`src/rtl/nand_tt_sweeper.sv`:
```
// nand_tt_sweeper
//
// Clocked stimulus-and-check stage for a 2-input NAND gate. It walks the gate
// inputs through 00, 01, 10 and 11. Each pattern is held for SETTLE_CYCLES
// cycles, and then the gate output is compared against the expected NAND value.
// At the end of the sweep it reports a pass flag, a mismatch count and a
// per-pattern failure mask.
//
// Parameters:
//   SETTLE_CYCLES - cycles each pattern is held before sampling (1..15)
// Ports:
//   clk       - clock; all state changes on the rising edge
//   reset     - synchronous, active-high reset
//   start     - level request to begin a sweep; honoured only when idle
//   dut_s     - output of the gate under test
//   x, y      - registered gate inputs (pattern bit 1, pattern bit 0)
//   busy      - high while a sweep is in progress
//   done      - one-cycle pulse when a sweep completes
//   pass      - last completed sweep had no mismatches; held until next start
//   err_count - number of mismatching patterns (0..4)
//   fail_mask - bit i set when pattern i mismatched
module nand_tt_sweeper #(
   parameter int unsigned SETTLE_CYCLES = 2
) (
   input  logic       clk,
   input  logic       reset,
   input  logic       start,
   input  logic       dut_s,
   output logic       x,
   output logic       y,
   output logic       busy,
   output logic       done,
   output logic       pass,
   output logic [2:0] err_count,
   output logic [3:0] fail_mask
);

   localparam logic [3:0] CntLast = 4'(SETTLE_CYCLES - 1);

   typedef enum logic [1:0] {StIdle, StWait, StSample, StFinish} state_e;

   state_e     state;
   logic [1:0] idx;
   logic [3:0] cnt;
   logic       mismatch;
   logic [2:0] err_next;
   logic [1:0] idx_next;

   always_comb begin
      mismatch = (dut_s != ~(x & y));
      err_next = err_count + {2'b00, mismatch};
      idx_next = idx + 2'd1;
   end

   always_ff @(posedge clk) begin
      if (reset) begin
         state     <= StIdle;
         x         <= 1'b0;
         y         <= 1'b0;
         busy      <= 1'b0;
         done      <= 1'b0;
         pass      <= 1'b0;
         err_count <= 3'd0;
         fail_mask <= 4'b0000;
         idx       <= 2'd0;
         cnt       <= 4'd0;
      end else begin
         done <= 1'b0;
         unique case (state)
            StIdle: begin
               x    <= 1'b0;
               y    <= 1'b0;
               busy <= 1'b0;
               if (start) begin
                  idx       <= 2'd0;
                  cnt       <= 4'd0;
                  err_count <= 3'd0;
                  fail_mask <= 4'b0000;
                  pass      <= 1'b0;
                  busy      <= 1'b1;
                  state     <= StWait;
               end
            end
            StWait: begin
               if (cnt == CntLast) begin
                  state <= StSample;
               end else begin
                  cnt <= cnt + 4'd1;
               end
            end
            StSample: begin
               if (mismatch) begin
                  err_count      <= err_next;
                  fail_mask[idx] <= 1'b1;
               end
               if (idx == 2'd3) begin
                  // Entering FINISH: busy drops on the same edge done rises,
                  // and pass must see the count including this last sample.
                  busy  <= 1'b0;
                  done  <= 1'b1;
                  pass  <= (err_next == 3'd0);
                  x     <= 1'b0;
                  y     <= 1'b0;
                  state <= StFinish;
               end else begin
                  idx    <= idx_next;
                  {x, y} <= idx_next;
                  cnt    <= 4'd0;
                  state  <= StWait;
               end
            end
            StFinish: begin
               x     <= 1'b0;
               y     <= 1'b0;
               busy  <= 1'b0;
               state <= StIdle;
            end
            default: state <= StIdle;
         endcase
      end
   end

endmodule

```
`config.mk`:
```
export PLATFORM = sky130hd
export DESIGN_NAME = nand_tt_sweeper
export DESIGN_NICKNAME = d
export VERILOG_FILES = /design/src/rtl/nand_tt_sweeper.sv
export SDC_FILE = /design/constraint.sdc
export NUM_CORES = 1
export LEC_CHECK = 0
export ABC_AREA = 1
export BUFFER_PORTS_ARGS = -buffer_cell sky130_fd_sc_hd__buf_2
export CORE_AREA = 2 2 51 53
export CTS_CLUSTER_DIAMETER = 100
export DETAILED_ROUTE_END_ITERATION = 10
export DIE_AREA = 0 0 53 55
export GPL_TIMING_DRIVEN = 0
export PLACE_DENSITY = 0.8
export SKIP_LAST_GASP = 1
export SLEW_MARGIN = 10
export SYNTH_ARGS = -nofsm -noshare
export SYNTH_HDL_FRONTEND = slang
export SYNTH_SLANG_ARGS = --single-unit
```
`constraint.sdc`:
```
create_clock -name clk -period 1.6 [get_ports clk]
set_input_delay 0.08 -clock clk [delete_from_list [all_inputs] [get_ports clk]]
set_output_delay 0.08 -clock clk [all_outputs]
set_load 0.005 [all_outputs]
```
### Word-level counts from Yosys, hierarchy flattened

Cells that the tools add are included.

| storage, ports and cells | value |
|---|---|
| output and inout port bits | 12 |
| input port bits | 4 |
| logic and storage cells | 75 |
| flip-flop bits (word level) | 20 |

| operators by class | value |
|---|---|
| muxes and demuxes | 29 |
| add/sub/neg operators | 3 |
| bitwise logic cells | 4 |
| reductions and logical operators | 15 |
| magnitude comparators | 2 |
| eq/ne operators | 12 |

Operator list:

| operator | count |
|---|---|
| $mux W4 | 4 |
| $ne A2 B2 Y1 const B | 6 |
| $pmux W4 S3 | 1 |
| $mux W2 | 5 |
| $reduce_and A3 Y1 | 3 |
| $mux W1 | 8 |
| $pmux W2 S4 | 1 |
| $pmux W4 S2 | 1 |
| $eq A2 B2 Y1 const B | 3 |
| $mux W3 | 2 |
| $pmux W1 S2 | 3 |
| $pmux W3 S2 | 1 |
| $reduce_bool A3 Y1 | 2 |
| $add A4 B1 Y4 const B | 1 |
| $eq A4 B1 Y1 const B | 1 |
| $or A4 B4 Y4 | 1 |
| $pmux W2 S2 | 1 |
| $reduce_and A2 Y1 | 2 |
| $reduce_and A4 Y1 | 1 |
| $reduce_bool A2 Y1 | 2 |
| $reduce_or A2 Y1 | 2 |
| $add A3 B1 Y3 | 1 |
| $logic_not A3 Y1 | 1 |
| $lt A2 B3 Y1 const B | 1 |
| 10 further kinds | 11 |

### Depth between registers and ports, before layout

Gate-level depths: netlist (run 1).

| logic depth | value |
|---|---|
| depth in word-level cells | 7 |
| gate-level depth with buffers | 11 |
| gate-level depth less buffers | 11 |

### Least setup slack after synthesis (run 1)

Ideal clock, no wire load.

| path | value |
|---|---|
| path type | flip-flop to flip-flop |
| start | register x |
| end | register err_count[2] |
| setup time | 115 ps |
| period minus slack after synthesis | 1520 ps |
| setup slack | 80 ps |
| arrival time | 1405 ps |
| cell stages (with the launch flop) | 11 |
| cells stage by stage | dfxtp_1 > nand3_1 > nand2_1 > inv_1 > ha_1 > ha_1 > or2_2 > nand3_1 > nand3_1 > nand2_1 > nor2_1 |

| between the ends | value |
|---|---|
| longest elaborated chain between the ends | 6 |

RTL lines:

| what | RTL line | text |
|---|---|---|
| from (decl) | 29 | `output logic x,` |
| from (signal assigned) | 107 | `{x, y} <= idx_next;` |
| $and A1 B1 Y1 * | 50 | `mismatch = (dut_s != ~(x & y));` |
| $not A1 Y1 * | 50 |  |
| $ne A1 B1 Y1 * | 50 |  |
| $add A3 B1 Y3 | 51 | `err_next = err_count + {2'b00, mismatch};` |
| $mux W3 | 92 | `if (mismatch) begin` |
| $pmux W3 S2 | 69 | `unique case (state)` |
| to (signal assigned) | 93 | `err_count <= err_next;` |
| to (decl) | 34 | `output logic [2:0] err_count,` |

Mark *: on every way between the ends. The rest lies on a longest branch, timed or not. The select of a mux whose other input is x is not followed.
A chain may end at the register's enable or synchronous reset.

### Worst setup path after layout (run 1)

| path | value |
|---|---|
| start | register y |
| end | register err_count[2] |

| between the ends | value |
|---|---|
| longest elaborated chain between the ends | 6 |

RTL lines:

| what | RTL line | text |
|---|---|---|
| from (decl) | 30 | `output logic y,` |
| from (signal assigned) | 107 |  |
| $and A1 B1 Y1 * | 50 |  |
| $not A1 Y1 * | 50 |  |
| $ne A1 B1 Y1 * | 50 |  |
| $add A3 B1 Y3 | 51 |  |
| $mux W3 | 92 |  |
| $pmux W3 S2 | 69 |  |

Marked as above.

==> results of run 1 <==
-- layer usage --
layer  vias to the layer above  GRT usage (%)  part of all wire, %
met1                       500           21.0                   44
met4                         0           8.97                  2.1
met3                         6           2.42                  2.8
li1                        576              -                    -
met2                        22           35.0                   51
met5                         -              0                    0
-- kinds of logic (layout without fill, tap and decap cells) --
family | after synthesis | count (layout) | share of synthesized area, %
AOI/OAI and AO/OA | 19 | 19 | 8.07
DFF | 20 | 20 | 31.9
adders and majority gates | 15 | 15 | 14.9
and+or+nand+nor | 85 | 85 | 35.0
buffers and inverters | 29 | 51 | 10.2
-- cell usage in the layout, fill, tap and decap left out, types with 2 or more instances in the layout --
cell type,netlist,final
ha_1,15,12
inv_2,3,3
buf_4,0,4
buf_6,2,2
nand2_2,2,4
buf_2,1,15
inv_1,21,21
nor2_1,14,14
nand2_1,34,32
nand3_1,16,16
a21oi_1,13,13
nand2_4,4,4
ha_2,0,3
dfxtp_1,20,16
o21ai_0,4,4
nor2_2,4,4
nand4_1,2,2
dfxtp_2,0,3
clkbuf_4,0,3
nand3_2,3,3
nor3_1,3,2
-- path summary, 6_finish.rpt --
path	start	endpoint	slack, ns	cells past startpoint
max	y$_SDFFE_PP0P_	err_count[2]$_SDFFE_PP0P_	0.07	10
max reg2reg	y$_SDFFE_PP0P_	err_count[2]$_SDFFE_PP0P_	0.07	10
min	reset	state[1]$_SDFFE_PP0P_	0.04	2
min reg2reg	fail_mask[1]$_SDFFE_PP0P_	fail_mask[1]$_SDFFE_PP0P_	0.46	2
-- registers in the layout (all words and copies together) (netlist names) --
register and count:
idx 2, state 2, x 1, y 1, done 1, cnt 4
pass 1, busy 1, err_count 3, fail_mask 4
-- power groups by stage --
stage | Sequential, mW | Clock (mW) | Combinational (mW)
5_1_grt | 0.744 | 0.449 | 1.39
3_5_place_dp | 0.732 | 0 | 1.12
2_1_floorplan | 0.723 | 0 | 0.894
6_report | 0.723 | 0.424 | 1.22
4_1_cts | 0.726 | 0.427 | 1.12
3_3_place_gp | 0.726 | 0 | 1.08
-- per-stage QoR --
| step | setup TNS, ns | worst slack [ns] | power [mW] | cell area, sq um | std cells |
|---|---|---|---|---|---|
| after floorplan | 0 | 0.0805 | 1.62 | 1260 | 168 |
| after global placement | -0.226 | -0.0611 | 1.81 | 1360 | 212 |
| after detailed placement | -0.212 | -0.0681 | 1.85 | 1360 | 212 |
| after CTS | 0 | 0.0121 | 2.28 | 1440 | 217 |
| after global routing | -0.0566 | -0.0340 | 2.58 | 1480 | 220 |
| final | 0 | 0.0706 | 2.37 | 1480 | 220 |
-- layout make-up --
class | count | area, sq um
clock buffers | 3 | 22.5
repair buffers | 18 | 100
well taps | 30 | 37.5
inverters | 26 | 100
multi-input cells | 119 | 753
clock inverters | 1 | 30.0
flip-flops and latches | 20 | 408
plain buffers | 3 | 27.5
fillers | 219 | 886
-- what timing repair did --
| action | 4_1_cts | 5_1_grt |
|---|---|---|
| pin swaps | 0 | 2 |
| resized for setup | 5 | 8 |
| setup endpoints to repair | 10 | 10 |
| hold buffers | 0 | 0 |
| setup buffers | 1 | 3 |
==> summary.md, run 1 <==
| Metric | Value |
|---|---|
| Post-synth top cells | `nand2_1 (34), inv_1 (21), dfxtp_1 (20)` |
| Status | `finished clean` |
| DR vias | `1104` |
| DRT iter0 DRCs | `9` |
| Worst hold-check path type | `in2reg` |
| Clock power frac | `17.9%` |
| HPWL after DPL | `1820 microns` |
| Sequential fraction of the synthesis area | `31.9%` |
| Count leader, synth | `nand2_1` |
| Post-synth EDFFs | `0` |
| Combinational Power Share | `51.6%` |
| Crit Path Class | `reg2reg` |
| Finished Core Util | `62.5%` |
| CTS Buf Count | `3` |
| Final Hold Fails | `0` |
| Avg WL per Cell | `11.2 microns` |
| Vias in the first global route | `973` |
| Static Leak | `0.711 nW` |
| Pint | `1.40 mW` |
| Syn nets | `187` |
| # nets final | `210` |
| GRT Util Overall | `18.7%` |
| Reg clk slew, reported paths | `0.13 ns` |
| Post-synth top area share | `31.9%` |
| Period minus WS final | `1.53 ns` |
| RSZ-0062 raised after global routing | `true` |
| GR Overflow Total | `0` |
| Clk_skew | `0.0174 ns` |
| Sequential share of power | `30.5%` |
| Largest net degree at the start of global routing | `13` |
| CP bufs+invs | `1` |
| First drt pass iteration count | `4` |
| Synthesized area per cell | `7.48 sq um` |
| Worst-case clock buffer depth | `2` |
| I/O pin count | `16` |
| Clock Sinks | `20` |
| Initial antenna violation count | `0` |
| Synth Warn # | `0` |
| Clock root buffer | `clkbuf_4` |
| Die footprint | `2920 sq um` |
| Sw Ratio | `40.8%` |
| Final worst-path cycle share | `95.6%` |
| Top cell by count, worst path | `nand3_1` |
| Starting Density | `53.1%` |
| DRC viols | `0` |
| Rows | `18` |
| Peak supply drop | `0.941 mV` |
| Die Ht | `55 microns` |
| Fmax | `0.654 GHz` |
| Vias per cell | `5.02` |
| Slew HR | `76.7%` |
| Worst EP required | `1.81 ns` |
| CP delay by family, top | `simple AND/OR/NAND/NOR gates` |
| Ys async rst share | `0%` |
| CTS tree | `done` |
| Hold Slack | `0.0356 ns` |
| Final Max Slew Viols | `0` |
| Startpoint types | `flop` |
| GP Congestion | `0.810` |
| Worst path cell trace | `nand3_1, nand2_2, inv_1, ha_2, ha_2, or2_4, nand3_1, nand3_1, nand2_1, nor2_1` |
| Max-Cap Viols | `0` |
| Antenna viol nets, final | `0` |
| P per Cell Area | `1600 nW/um^2` |
| WL final | `2460 microns` |
| Synth Instances | `168` |
| Critical path arrival | `1.74 ns` |
| Top cells by area, synth | `dfxtp_1 (32%), ha_1 (15%), nand2_1 (10%), nand3_1 (6.4%), inv_1 (6.3%)` |
| Die W | `53 microns` |
| Port bufs | `14` |
| Level count of the clock H-tree | `1` |
| Distinct cell type count of the synthesized netlist | `24` |
| Max FO, Critical Path | `4` |
| Cell type with the largest total area after synthesis | `dfxtp_1` |
| Primary FF master, synth | `dfxtp_1` |
| Mapped Area | `1260 sq um` |
| Core Region | `2360 sq um` |
| Worst Tran Pin Value | `0.348 ns` |
| Clock Latency Late Sink | `0.31 ns` |
| # diodes | `0` |
| Net Sw Power | `966 uW` |
| First-pass GRT wire length | `3970 microns` |
| Slowest-stage cell, CP | `dfxtp_2` |
| Crit path largest cell delay | `0.37 ns` |
| Final setup violation count | `0` |
| Share of cells above drive strength 1 | `30.0%` |
| Yosys reg bits | `20` |
| CP endpoint kind | `flop` |
| Area Growth Syn to Fin | `17.7%` |
No activity file was read; power rests on OpenSTA's default activity.
==> inputs of run 2 (changes only) <==
Settings changed: CELL_PAD_IN_SITES_DETAIL_PLACEMENT from default to 1, CELL_PAD_IN_SITES_GLOBAL_PLACEMENT from default to 2, CORE_AREA 2 2 51 53 to 4 4 68 70, DIE_AREA 0 0 53 55 to 0 0 72 74, PLACE_DENSITY 0.8 to 0.81, SLEW_MARGIN 10 to 20.
==> run 2 against run 1 <==
Net effect:
- sequential power is 3% higher
- clock-buffer cell count stayed put
- sequential share of layout area is 0.83 points lower
- critical endpoint unchanged
==> summary.md, run 2 (synthesized netlist as in run 1, its figures left out) <==
| Metric | Value |
|---|---|
| Status | `finished clean` |
| Worst EP required | `1.77 ns (-0.04 ns)` |
| Pint | `1.48 mW (+5.4%)` |
| Reg2Reg Depth | `11 (+1)` |
| CP Launch Point | `x$_SDFFE_PP0P_` |
| Max FO, Critical Path | `4 (unchanged)` |
| Static Leak | `0.699 nW (-1.7%)` |
| # diodes | `0 (unchanged)` |
| Slowest-stage cell, CP | `dfxtp_4` |
| Rows | `23 (+5)` |
| DRC viols | `0 (unchanged)` |
| First drt pass iteration count | `3 (-1)` |
| Largest regs | `cnt (4), fail_mask (4), err_count (3)` |
| Vias per cell | `4.62 (-7.8%)` |
| Worst Tran Pin Value | `0.368 ns (+0.0202 ns)` |
| WL final | `3060 microns (+25%)` |
| # nets final | `207 (-1.4%)` |
| RSZ-0062 raised after global routing | `true` |
| CTS tree | `done` |
| Worst-case clock buffer depth | `2 (unchanged)` |
| Hold EP | `cnt[1]$_SDFFE_PP0P_` |
| Sequential share of power | `29.6% (-0.9 points)` |
| Clock root buffer | `clkbuf_8` |
| CP endpoint kind | `flop` |
| Net Sw Power | `1.03 mW (+7.0%)` |
| Design area | `1530 sq um (+3.7%)` |
| Vias in the first global route | `1127 (+16%)` |
| Largest net degree at the start of global routing | `13 (unchanged)` |
| Startpoint types | `flop` |
| FF-to-FF setup slack | `0.09 ns (+0.02 ns)` |
| Hold Slack | `0.0956 ns (+0.0600 ns)` |
| DRT iter0 DRCs | `37 (+28)` |
| Worst path cell trace | `nand2_2, nand2_1, nand2_2, inv_2, ha_4, ha_4, or2_4, nand3_1, nand3_1, nand2_1, nor2_1` |
| Share of cells above drive strength 1 | `28.9% (-1.1 points)` |
| CTS Buf Count | `3 (unchanged)` |
| Final Max Slew Viols | `0 (unchanged)` |
| Peak supply drop | `0.725 mV (-23%)` |
| GR Overflow Total | `0 (unchanged)` |
| Finished Core Util | `38.6% (-24 points)` |
| HPWL after DPL | `2340 microns (+29%)` |
| Initial antenna violation count | `0 (unchanged)` |
| Final setup violation count | `0 (unchanged)` |
| Clock power frac | `20.8% (+2.9 points)` |
| Sw Ratio | `41.2% (+0.36 points)` |
| Die W | `72 microns (+36%)` |
| Die footprint | `5330 sq um (+83%)` |
| Antenna viol nets, final | `0 (unchanged)` |
| Clock Sinks | `20 (unchanged)` |
| Avg WL per Cell | `12.9 microns (+16%)` |
| Critical path arrival | `1.68 ns (-0.06 ns)` |
| Worst hold-check path type | `in2reg` |
| I/O pin count | `16 (unchanged)` |
| Area Growth Syn to Fin | `22.1%` |
| Slew HR | `75.3% (-1.4 points)` |
| GP Congestion | `0.702 (-13%)` |
| Port bufs | `14 (unchanged)` |
| Reg clk slew, reported paths | `0.08 ns (-0.05 ns)` |
| Level count of the clock H-tree | `1 (unchanged)` |
| # fillers | `506 (+130%)` |
| Period minus WS final | `1.51 ns (-0.0203 ns)` |
| Crit Path Class | `reg2reg` |
| Placed Area | `1390 sq um (+1.8%)` |
| HP Start | `reset` |
| Final Hold Fails | `0 (unchanged)` |
| Core Region | `3970 sq um (+68%)` |
| GRT Util Overall | `12.4% (-6.3 points)` |
| Starting Density | `31.6% (-21 points)` |
| Min-Delay Path Depth | `2 (unchanged)` |
| Clock Latency Late Sink | `0.27 ns (-0.04 ns)` |
| Max-Cap Viols | `0 (unchanged)` |
| P per Cell Area | `1640 nW/um^2 (+2.3%)` |
| DR vias | `1096 (-0.72%)` |
| First-pass GRT wire length | `5200 microns (+31%)` |
| Final worst-path cycle share | `94.3% (-1.3 points)` |
| RR Endpoint | `err_count[2]$_SDFFE_PP0P_` |
| Most common cell after layout, fill and taps aside | `nand2_1` |
| Clk_skew | `0.00654 ns (-0.0108 ns)` |
| Total power | `2.51 mW (+6.1%)` |
| Crit path largest cell delay | `0.36 ns (about the same)` |
| Die Ht | `74 microns (+35%)` |
| R2R Path Start | `x$_SDFFE_PP0P_` |
| Combinational Power Share | `49.6% (-2.0 points)` |
| Most frequent cells in the layout | `nand2_1 (32), inv_1 (20), dfxtp_1 (16)` |
| Fmax | `0.663 GHz (+1.3%)` |
## run 2: changes by cell type in the layout (fill, tap and decap cells not counted), moves of 2 or more
cell	delta
ha_2	-3
buf_4	-3
clkbuf_8	+3
ha_4	+2
clkbuf_4	-3
## run 2: routing by layer
layer  GRT usage (%)  routed length (microns)  vias up  part of all wire, %
li1                -                        -      570                    -
met1            15.5                     1390      512                   45
met2            21.5                     1560       10                   51
met3            3.24                       88        4                  2.9
met4            2.51                       25        0                 0.82
met5               0                        0        -                    0
## run 2: power groups by stage
stage / Combinational, mW / Clock, mW / Sequential [mW]
floorplan: 0.894 / 0 / 0.723
global placement: 1.12 / 0 / 0.728
detailed placement: 1.18 / 0 / 0.741
CTS: 1.19 / 0.541 / 0.737
global route: 1.44 / 0.565 / 0.766
finish: 1.25 / 0.522 / 0.743
## run 2: critical path: cells and delay by family (launching register included)
| kind | cells | cell delay (ns) |
|---|---|---|
| fa+ha+maj | 2 | 0.30 |
| simple gates | 8 | 0.71 |
| buf+inv | 1 | 0.05 |
| flops | 1 | 0.36 |
## run 2: cell type report
cell class | instances | area [sq um] | share of cell area (%)
plain buffers | 3 | 27.5 | 1.79
clock buffers | 3 | 41.3 | 2.69
clock inverters | 1 | 30.0 | 1.96
inverters | 26 | 100 | 6.53
multi-input cells | 119 | 785 | 51.1
flip-flops and latches | 20 | 410 | 26.8
well taps | 50 | 62.6 | 4.08
repair buffers | 15 | 77.6 | 5.06
## run 2: metrics by stage
step                      std cells  TNS [ns]  setup WS [ns]
after floorplan                 168         0         0.0805
after global placement          232    -0.409        -0.0874
after detailed placement        232    -0.718         -0.105
after CTS                       236         0         0.0424
after global routing            237   -0.0414        -0.0223
final                           237         0         0.0910
## run 2: repair_timing
item                                    CTS  global route
gates resized for setup                   7            11
setup buffers                             0             1
hold buffers                              0             0
pin swaps                                 1             2
hold endpoints to repair                  0             0
endpoints found under the setup margin   10            11
## run 2: worst max-delay path by stage
stage	endpoint	slack, ns
2_1_floorplan	err_count[2]$_SDFFE_PP0P_	0.08
3_3_place_gp	fail_mask[2]$_SDFFE_PP0P_	-0.09
3_5_place_dp	fail_mask[3]$_SDFFE_PP0P_	-0.11
4_1_cts	cnt[3]$_SDFFE_PP0P_	0.04
5_1_grt	cnt[0]$_SDFFE_PP0P_	-0.02
6_report	err_count[2]$_SDFFE_PP0P_	0.09
==> inputs of run 3 (changes only) <==
Settings changed: ABC_AREA 1 to default, CORE_AREA 4 4 68 70 to 4 4 64 66, DIE_AREA 0 0 72 74 to 0 0 68 70, PLACE_DENSITY 0.81 to 0.8.
==> run 3 against run 2 <==
Net effect:
- the run now ends with setup timing left
- highest routed layer unchanged
- fmax is 8.5% lower
- global-route usage increased by 2.4 points
- worst hold slack got worse by 0.0012 ns
- die area is 11% lower
- wire length up 8.3%
- clock skew rose by 0.0065 ns
- clock power decreased by 42%
- first-iteration DRC count decreased by 62%
- critical path type unchanged
- critical path depth fell by 5
==> summary.md, run 3 <==
| Metric | Value |
|---|---|
| Max-Cap Viols | `0 (unchanged)` |
| DRC viols | `0 (unchanged)` |
| Clock Latency Late Sink | `0.31 ns (+0.04 ns)` |
| Worst hold-check path type | `in2reg` |
| Sequential fraction of the synthesis area | `35.1% (+3.3 points)` |
| # fillers | `426 (-16%)` |
| Share of cells above drive strength 1 | `42.0% (+13 points)` |
| Mapped Area | `1140 sq um (-9.3%)` |
| Startpoint types | `flop` |
| Worst EP required | `1.84 ns (+0.07 ns)` |
| Avg WL per Cell | `15.8 microns (+22%)` |
| GR Overflow Total | `0 (unchanged)` |
| Rows | `22 (-4.3%)` |
| Count leader, synth | `dfxtp_1` |
| I/O pin count | `16 (unchanged)` |
| Met3 wire len | `100 microns (+14%)` |
| CTS tree | `done` |
| RSZ-0062 raised after global routing | `true` |
| GP Congestion | `0.746 (+6.2%)` |
| Vias per cell | `4.90 (+5.9%)` |
| DRT iter0 DRCs | `14 (-62%)` |
| Initial antenna violation count | `0 (unchanged)` |
| Die Ht | `70 microns (-5.4%)` |
| Final Hold Fails | `0 (unchanged)` |
| Post-synth top area share | `35.1% (+3.3 points)` |
| Synth Warn # | `0 (unchanged)` |
| Final worst-path cycle share | `103% (+8.7 points)` |
| Syn nets | `149 (-20%)` |
| Sequential share of power | `34.3% (+4.7 points)` |
| Combinational Power Share | `50.1% (+0.5 points)` |
| WL final | `3320 microns (+8.3%)` |
| Static Leak | `0.669 nW (-4.3%)` |
| Period minus WS final | `1.65 ns (+0.139 ns)` |
| Final Max Slew Viols | `0 (unchanged)` |
| Core Region | `3580 sq um (-9.9%)` |
| First drt pass iteration count | `3 (unchanged)` |
| # nets final | `182 (-12%)` |
| Final WS setup | `-0.0484 ns (-0.139 ns)` |
| Met1 wire length | `1380 microns (-0.94%)` |
| DR WL met2 | `1820 microns (+17%)` |
| Post-synth top cells | `dfxtp_1 (20), ha_1 (15), a21oi_1 (14)` |
| Placed Area | `1300 sq um (-6.1%)` |
| Failing checks | `setup timing` |
| Crit Path Class | `reg2reg` |
| FF-to-FF setup slack | `-0.05 ns (-0.14 ns)` |
| # diodes | `0 (unchanged)` |
| Ys async rst share | `0% (unchanged)` |
| Final setup violation count | `5 (+5)` |
| DR vias | `1028 (-6.2%)` |
| Yosys reg bits | `20 (unchanged)` |
| Die footprint | `4760 sq um (-11%)` |
| Worst Tran Pin Value | `0.568 ns (+0.200 ns)` |
| Post-synth EDFFs | `0 (unchanged)` |
| GRT Util Overall | `14.8% (+2.4 points)` |
| Largest net degree at the start of global routing | `12 (-1)` |
| Vias in the first global route | `1142 (+1.3%)` |
| Clock root buffer | `clkbuf_4` |
| Largest regs | `cnt (4), fail_mask (4), err_count (3)` |
| Level count of the clock H-tree | `1 (unchanged)` |
| Synth Instances | `130 (-23%)` |
| CP endpoint kind | `flop` |
| Clk_skew | `0.0130 ns (+0.00648 ns)` |
| Max layer used | `met4` |
| Clock power frac | `15.5% (-5.3 points)` |
| Top cells by area, synth | `dfxtp_1 (35%), ha_1 (16%), a21oi_1 (6.1%), nor2_1 (3.6%), o21ai_0 (3.1%)` |
| Antenna viol nets, final | `0 (unchanged)` |
| Finished Core Util | `44.7% (+6.1 points)` |
| Area Growth Syn to Fin | `40.3%` |
| Pint | `1.20 mW (-19%)` |
| Status | `complete, but fails checks` |
| Distinct cell type count of the synthesized netlist | `34 (+42%)` |
| Clock Sinks | `20 (unchanged)` |
| Synthesized area per cell | `8.77 sq um (+17%)` |
| CTS Buf Count | `3 (unchanged)` |
| Max FO, Critical Path | `9 (+5)` |
| Sw Ratio | `38.2% (-3.0 points)` |
| First-pass GRT wire length | `5370 microns (+3.3%)` |
| P per Cell Area | `1210 nW/um^2 (-26%)` |
| # hold bufs at CTS | `0 (unchanged)` |
| Peak supply drop | `0.713 mV (-1.6%)` |
| Starting Density | `31.9% (+0.22 points)` |
| Primary FF master, synth | `dfxtp_1` |
| Critical path arrival | `1.88 ns (+0.20 ns)` |
| Worst-case clock buffer depth | `2 (unchanged)` |
| Reg clk slew, reported paths | `0.12 ns (+0.04 ns)` |
| HPWL after DPL | `2280 microns (-2.8%)` |
| Slew HR | `62.1% (-13 points)` |
| Die W | `68 microns (-5.6%)` |
| Most common cell after layout, fill and taps aside | `buf_2` |
| Net Sw Power | `739 uW (-29%)` |
| Fmax | `0.607 GHz (-8.5%)` |
| Cell type with the largest total area after synthesis | `dfxtp_1` |
| Most frequent cells in the layout | `buf_2 (14), a21oi_1 (13), buf_4 (13)` |
| Design area | `1600 sq um (+4.2%)` |
| Port bufs | `14 (unchanged)` |
run 3: final timing paths:
check | startpoint | cells past startpoint | end
max | idx[0]$_SDFFE_PP0P_ | 6 | cnt[0]$_SDFFE_PP0P_
max reg2reg | idx[0]$_SDFFE_PP0P_ | 6 | cnt[0]$_SDFFE_PP0P_
min reg2reg | fail_mask[1]$_SDFFE_PP0P_ | 2 | fail_mask[1]$_SDFFE_PP0P_
min | start | 3 | busy$_SDFFE_PP0P_
run 3: kinds of logic after synthesis:
group	synth area share, %
and+or+nand+nor	23.3
AOI/OAI and AO/OA	18.0
DFF	35.1
adders and majority gates	16.5
buffers and inverters	4.72
xor gates and xnor gates	1.54
muxes	0.878
run 3: timing repair:
action | CTS | global route
buffers inserted | 12 | 2
resized for setup | 31 | 4
pin swaps | 7 | 6
setup endpoints to repair | 15 | 13
run 3: stage by stage:
step	setup TNS (ns)	cells	hold slack [ns]	power [mW]	setup slack, ns
floorplan	0	130	0.240	1.18	0.0125
global route	-0.871	210	0.0941	2.08	-0.120
detailed placement	-2.70	192	0.419	1.38	-0.296
global placement	-2.18	192	0.410	1.35	-0.264
CTS	-0.148	208	0.0770	1.93	-0.0454
finish	-0.116	210	0.0944	1.93	-0.0484
run 3: layout make-up:
class / instances / area, sq um / share of cell area, %
multi-input cells: 98 / 841 / 52.6
inverters: 8 / 35.0 / 2.19
repair buffers: 28 / 179 / 11.2
clock buffers: 4 / 36.3 / 2.27
well taps: 48 / 60.1 / 3.76
flip-flops and latches: 20 / 418 / 26.1
plain buffers: 4 / 30.0 / 1.88
run 3: worst max-delay path: stages, from the launching register on:
cell and delay (ns):
dfxtp_4 0.36, ha_2 0.18, buf_6 0.13, a21oi_2 0.13, or4b_4 0.51, nor2b_4 0.15
a211oi_2 0.13
run 3: per-layer routing:
layer  track usage, %  vias up
li1                 -      515
met1             17.1      499
met2             26.6       12
met3             3.86        2
met4             2.65        0
met5                0        -
run 3: power by group through the flow:
stage / Sequential (mW) / Clock [mW] / Combinational [mW]
after floorplan: 0.652 / 0 / 0.530
after global placement: 0.662 / 0 / 0.686
after detailed placement: 0.674 / 0 / 0.707
after CTS: 0.667 / 0.321 / 0.940
after global routing: 0.671 / 0.345 / 1.07
final: 0.664 / 0.301 / 0.970
